===== src/rtl/target_spawner_pkg.sv =====
// Shared game constants and FSM state encoding used by the
// target spawner, display and hit-decoder blocks.
package target_spawner_pkg;

    localparam int NUM_TARGETS = 10;
    localparam int IDX_W       = 4;

    typedef enum logic [1:0] {
        IDLE     = 2'd0,
        RUN      = 2'd1,
        GAMEOVER = 2'd2
    } game_state_t;

    function automatic logic [IDX_W:0] count_ones(
        input logic [NUM_TARGETS-1:0] v
    );
        logic [IDX_W:0] n;
        n = '0;
        for (int i = 0; i < NUM_TARGETS; i++) begin
            n = n + {{IDX_W{1'b0}}, v[i]};
        end
        return n;
    endfunction

endpackage


===== src/rtl/target_spawner_free_slot_finder.sv =====
// Rotate-and-priority search: first clear bit of mask at or
// above start_idx, wrapping modulo NUM_TARGETS.
module free_slot_finder
    import target_spawner_pkg::*;
(
    input  logic [NUM_TARGETS-1:0] mask,
    input  logic [IDX_W-1:0]       start_idx,
    output logic                   found,
    output logic [IDX_W-1:0]       idx
);

    logic [IDX_W:0]   sum;
    logic [IDX_W-1:0] pos;

    always_comb begin
        found = 1'b0;
        idx   = '0;
        sum   = '0;
        pos   = '0;
        for (int k = 0; k < NUM_TARGETS; k++) begin
            sum = {1'b0, start_idx} + (IDX_W+1)'(k);
            pos = (sum >= (IDX_W+1)'(NUM_TARGETS))
                ? IDX_W'(sum - (IDX_W+1)'(NUM_TARGETS))
                : sum[IDX_W-1:0];
            if (!found && !mask[pos]) begin
                found = 1'b1;
                idx   = pos;
            end
        end
    end

endmodule


===== src/rtl/target_spawner.sv =====
// Live-target bookkeeping: paced spawns from the random index,
// hit/expiry retirement, score, misses and game-over control.
module target_spawner
    import target_spawner_pkg::*;
#(
    parameter int SPAWN_PERIOD = 8,
    parameter int LIFETIME     = 24,
    parameter int MAX_MISSES   = 5,
    parameter int RNG_OFFSET   = 13
) (
    input  logic                   clock,
    input  logic                   resetn,
    input  logic                   start,
    input  logic                   tick,
    input  logic [31:0]            ran_num_ten,
    input  logic                   hit_valid,
    input  logic [IDX_W-1:0]       hit_idx,
    output logic [NUM_TARGETS-1:0] target_mask,
    output logic [31:0]            score,
    output logic [7:0]             misses,
    output logic                   game_over,
    output logic [31:0]            rng_modulus
);

    localparam int SPAWN_W = (SPAWN_PERIOD > 1) ? $clog2(SPAWN_PERIOD) : 1;
    localparam int LIFE_W  = $clog2(LIFETIME + 1);

    game_state_t            state, state_n;
    logic [SPAWN_W-1:0]     spawn_cnt;
    logic                   clear, run, spawn_due, spawn_now;
    logic                   free_found, hit_live, hit_bad;
    logic [IDX_W-1:0]       free_idx;
    logic [NUM_TARGETS-1:0] expire_vec, hit_vec, spawn_vec, mask_n;
    logic [IDX_W:0]         expire_cnt;
    logic [8:0]             miss_sum;
    logic [7:0]             misses_n;
    logic [31:0]            score_n;

    // Probe runs on the registered mask, so a slot freed this
    // cycle only becomes spawnable on the next one.
    free_slot_finder u_finder (
        .mask      (target_mask),
        .start_idx (ran_num_ten[IDX_W-1:0]),
        .found     (free_found),
        .idx       (free_idx)
    );

    assign run       = (state == RUN);
    assign spawn_due = run && tick
                    && (spawn_cnt == SPAWN_W'(SPAWN_PERIOD - 1));

    always_comb begin
        state_n = state;
        clear   = 1'b0;
        unique case (state)
            IDLE, GAMEOVER: begin
                if (start) begin
                    state_n = RUN;
                    clear   = 1'b1;
                end
            end
            RUN: begin
                if (misses >= 8'(MAX_MISSES)) state_n = GAMEOVER;
            end
            default: state_n = IDLE;
        endcase
    end

    always_comb begin
        spawn_now = spawn_due && free_found
                 && (ran_num_ten < 32'(NUM_TARGETS));
        spawn_vec = spawn_now ? (NUM_TARGETS'(1) << free_idx) : '0;
        hit_live  = run && hit_valid
                 && (hit_idx < IDX_W'(NUM_TARGETS))
                 && target_mask[hit_idx];
        hit_bad   = run && hit_valid && !hit_live;
        hit_vec   = hit_live ? (NUM_TARGETS'(1) << hit_idx) : '0;
        mask_n    = (target_mask & ~expire_vec & ~hit_vec) | spawn_vec;
        // A hit on an expiring slot scores instead of missing.
        expire_cnt = count_ones(expire_vec & ~hit_vec);
        miss_sum   = {1'b0, misses} + 9'(expire_cnt) + 9'(hit_bad);
        misses_n   = miss_sum[8] ? 8'hFF : miss_sum[7:0];
        score_n    = score + 32'(hit_live);
    end

    always_ff @(posedge clock) begin
        if (!resetn) begin
            state       <= IDLE;
            target_mask <= '0;
            score       <= '0;
            misses      <= '0;
            game_over   <= 1'b0;
            rng_modulus <= 32'(RNG_OFFSET);
            spawn_cnt   <= '0;
        end else begin
            state     <= state_n;
            game_over <= (state_n == GAMEOVER);
            if (clear) begin
                target_mask <= '0;
                score       <= '0;
                misses      <= '0;
                rng_modulus <= 32'(RNG_OFFSET);
                spawn_cnt   <= '0;
            end else if (run) begin
                target_mask <= mask_n;
                score       <= score_n;
                misses      <= misses_n;
                rng_modulus <= score_n + 32'(RNG_OFFSET);
                if (tick) spawn_cnt <= spawn_due ? '0 : spawn_cnt + 1'b1;
            end
        end
    end

    for (genvar i = 0; i < NUM_TARGETS; i++) begin : g_slot
        logic [LIFE_W-1:0] life;

        assign expire_vec[i] = run && tick && target_mask[i]
                            && (life == LIFE_W'(1));

        always_ff @(posedge clock) begin
            if (!resetn || clear) begin
                life <= '0;
            end else if (spawn_vec[i]) begin
                life <= LIFE_W'(LIFETIME);
            end else if (run && tick && target_mask[i]) begin
                life <= life - 1'b1;
            end
        end
    end

endmodule


===== config.mk =====
export PLATFORM = sky130hd
export DESIGN_NAME = target_spawner
export DESIGN_NICKNAME = d
export VERILOG_FILES = /design/src/rtl/target_spawner_pkg.sv /design/src/rtl/target_spawner_free_slot_finder.sv /design/src/rtl/target_spawner.sv
export SDC_FILE = /design/constraint.sdc
export NUM_CORES = 1
export LEC_CHECK = 0
export CAP_MARGIN = 20
export CORE_ASPECT_RATIO = 1.25
export CORE_MARGIN = 4
export CORE_UTILIZATION = 45
export CTS_BUF_LIST = sky130_fd_sc_hd__clkbuf_4 sky130_fd_sc_hd__clkbuf_8 sky130_fd_sc_hd__clkbuf_16
export DETAILED_ROUTE_END_ITERATION = 7
export PLACE_DENSITY = 0.63
export SYNTH_ARGS = -nofsm -noshare
export SYNTH_HDL_FRONTEND = slang
export SYNTH_SLANG_ARGS = --single-unit

===== constraint.sdc =====
create_clock -name clock -period 19.62 [get_ports clock]
set_input_delay 2.943 -clock clock [delete_from_list [all_inputs] [get_ports clock]]
set_output_delay 2.943 -clock clock [all_outputs]
set_load 0.05 [all_outputs]

==> impl_metrics.ini <==
[outcome]
status = complete, no violations

[routing]
route.detailed.drc = 0
ant_nets = 0
drtPass1Iterations = 5
route.vias.total = 10100
routed_wl_um = 31400
routed_via_density = 5.83
drt_first_iter_violations = 512
wl_per_cell_um = 18.1

[sta]
tns_ps = 0
fmax_mhz = 110
hold_violations = 0
worst_pin_slew_ps = 1050
holdWs_ps = 451
slew_violations = 0
period_needed_ps = 9090
rsz0062_at_grt = no
min_period_over_period_pct = 46.3
setup_slack_ps = 10530
fin_worst_skew_ps = 16.3
max-slew-margin-rel_pct = 30.3
setup_viol = 0

[worst_setup_path]
r2r-end = misses[3]
ff2ff_setup_slack_ps = 13160
setup.worst_path.end = g_slot[4].life[2]
critPathKind = input pin to flip-flop
crit_start = ran_num_ten[1]
crit_path_start_kind = input pin
crit_fanout = 24
cp_data_required_time_ps = 19890
reg2reg_depth = 24
timing.rr.start = state[0]
arrival_ps = 9370
cp-end-kind = flip-flop

[global_route]
first_global_vias = 10000
grtUsageMet3_pct = 5.27
grt_pass1_wl_um = 51600
grt_max_degree = 96
met2_usage_pct = 42.1
antenna_found_initial = 0
grt.total_usage_pct = 23.6
grt.overflow.total = 0
met1_usage_pct = 27.7
top_usage_layer = met2

[finish]
multiInputGateArea_um2 = 7460
syn2layout_area_growth_pct = 17.6
fill_cells = 2294
drive_gt1_share_pct = 7.06
ff_latch_area_um2 = 2760
final_area_um2 = 12700
fin_nets = 1537
diodes = 0

[power]
pwr_density_cell_nw_per_um2 = 60.9
ir_worst_vdd_mv = 0.0623
leakage_nw = 4.37

[placed_design]
gp_congestion = 0.888
io_buffers = 123
preCtsSetupSlack_ps = 10240
dpl.hpwl_um = 22900
place_area_um2 = 12100

[synth]
netlist_instances = 1361
async_flop_share_pct = 0
yosys.cell_types.count = 89
synth_edf_count = 0
netlist_area_um2 = 10800
ys_warn_count = 0
synth_area_per_cell_um2 = 7.92
ys_seq_area_share_pct = 25.6
dominantRegCellSynth = dfxtp_1
synth_seq_cells = 138
syn_nets = 1466

[clock_network]
cts_max_path_buffers = 2
cts_root_buf = clkbuf_16
postCtsHoldBufs = 0
post_cts_resized = 0
clock-sinks = 138
cts_buffers = 17
htree_levels = 4
post_cts_buffers = 0
clk_transition_reported_paths_ps = 70
cts_tree = done
insertion_delay_ps = 430

[hold_path]
hp-class = flip-flop to flip-flop

[floorplan]
core_um2 = 23600
row_count = 63
die-width_um = 146
initial_utilization_pct = 45.6
dieHeight_um = 181
die_area_um2 = 26500
ioPinCount = 124

[flow_run]
maxCapViolations = 0
-- layout make-up --
class | instances | area share [%]
clock buffer | 17 | 3.35
clock inverter | 15 | 1.31
inverter | 57 | 1.69
multi-input combinational | 1086 | 58.8
sequential | 138 | 21.8
tap | 292 | 2.88
timing repair buffer | 132 | 10.2
-- worst min path at each step --
stage               cells past startpoint            start              end
floorplan                               2     spawn_cnt[1]     spawn_cnt[1]
global placement                        2  rng_modulus[17]  rng_modulus[17]
detailed placement                      2   rng_modulus[6]   rng_modulus[6]
CTS                                     2   rng_modulus[5]   rng_modulus[5]
global route                            2   rng_modulus[5]   rng_modulus[5]
finish                                  2  rng_modulus[31]  rng_modulus[31]
-- where the power goes --
part	internal, mW	switching (mW)	total (mW)	leakage, nW
Sequential	0.283	0.00209	0.285	1.11
Clock	0.182	0.146	0.328	0.288
Combinational	0.0565	0.104	0.160	2.97
Total	0.521	0.252	0.773	4.37
-- cells by family (layout without fill, tap and decap cells) --
family / count (synthesis) / count (layout) / share of synthesized area [%]
fa+ha+maj: 64 / 64 / 7.98
flops: 138 / 138 / 25.6
mux: 48 / 48 / 5.73
xor+xnor: 127 / 127 / 10.6
buf+inv: 137 / 221 / 5.43
simple gates: 542 / 542 / 25.6
compound gates: 305 / 305 / 19.0
-- through the flow --
stage	utilization, %	total power [mW]	std cells
after floorplan	-	0.404	1361
after global placement	51.1	0.448	1704
after detailed placement	51.1	0.449	1705
after CTS	53.6	0.779	1737
after global routing	53.6	0.807	1737
final	53.6	0.773	1737
-- cells in the final DEF, fill, tap and decap left out, drive strengths merged, types with 6 or more instances in the layout --
cell type / instances
a2111oi: 7
o211ai: 11
xor2: 44
and3b: 6
and2: 14
or3: 21
inv: 67
xnor2: 83
a211oi: 29
nand3b: 17
a21oi: 85
a31o: 9
nand4: 22
dfxtp: 138
nor3: 50
o22ai: 18
o21ai: 52
a21boi: 7
a21o: 7
clkdlybuf4s50: 122
ha: 56
o31ai: 7
nor4: 32
mux2: 10
fa: 8
nand2: 139
clkbuf: 17
mux4: 10
a31oi: 18
nor2: 101
mux2i: 28
nand2b: 22
nand3: 53
and3: 13
buf: 10
or2: 9
nor2b: 23
-- cell usage after synthesis, types with 8 or more instances --
cell / instances / area share (%)
or3_1: 21 / 1.2
mux4_2: 10 / 2.1
o21ai_0: 50 / 2.3
xor2_1: 43 / 3.5
nor3_1: 49 / 2.3
nor2b_1: 22 / 1.3
nand2b_1: 22 / 1.3
nand2_1: 139 / 4.8
nand4_1: 22 / 1.3
dfxtp_1: 138 / 26
and2_1: 13 / 0.75
a31oi_1: 18 / 1.0
fa_1: 8 / 1.5
and3_1: 13 / 0.75
a21oi_1: 84 / 3.9
nor2_1: 101 / 3.5
clkbuf_1: 61 / 2.1
ha_1: 56 / 6.5
nand3_1: 53 / 2.5
nand3b_1: 17 / 1.2
a211oi_1: 29 / 2.0
mux2_2: 10 / 1.0
inv_1: 54 / 1.9
mux2i_1: 28 / 2.6
nor4_1: 30 / 1.7
o211ai_1: 10 / 0.70
o22ai_1: 18 / 1.0
xnor2_1: 82 / 6.7
-- registers in the layout, indices dropped and copies added, names as in the netlist --
signal and flops:
misses 8, rng_modulus 32, score 32, game_over 1, spawn_cnt 3, state 2, target_mask 10, g_slot.life 50
-- critical path: stages --
cell             delay, ps
clkdlybuf4s50_1        950
inv_2                  310
ha_1                   530
inv_1                  400
ha_1                   340
inv_1                  150
a2111oi_0              520
nor4_1                 180
or2_1                  300
a211oi_1               610
o211ai_1               290
a2111oi_1              480
o311ai_2               200
o31a_4                 180
nor2b_2                780
a31oi_1                180
-- routing by layer --
| metal | share of wire, % | wire length, µm |
|---|---|---|
| met1 | 42 | 13100 |
| met4 | 2.9 | 912 |
| met2 | 50 | 15600 |
| met3 | 5.5 | 1720 |
| met5 | 0 | 0 |
(Power assumes the default switching activity.)
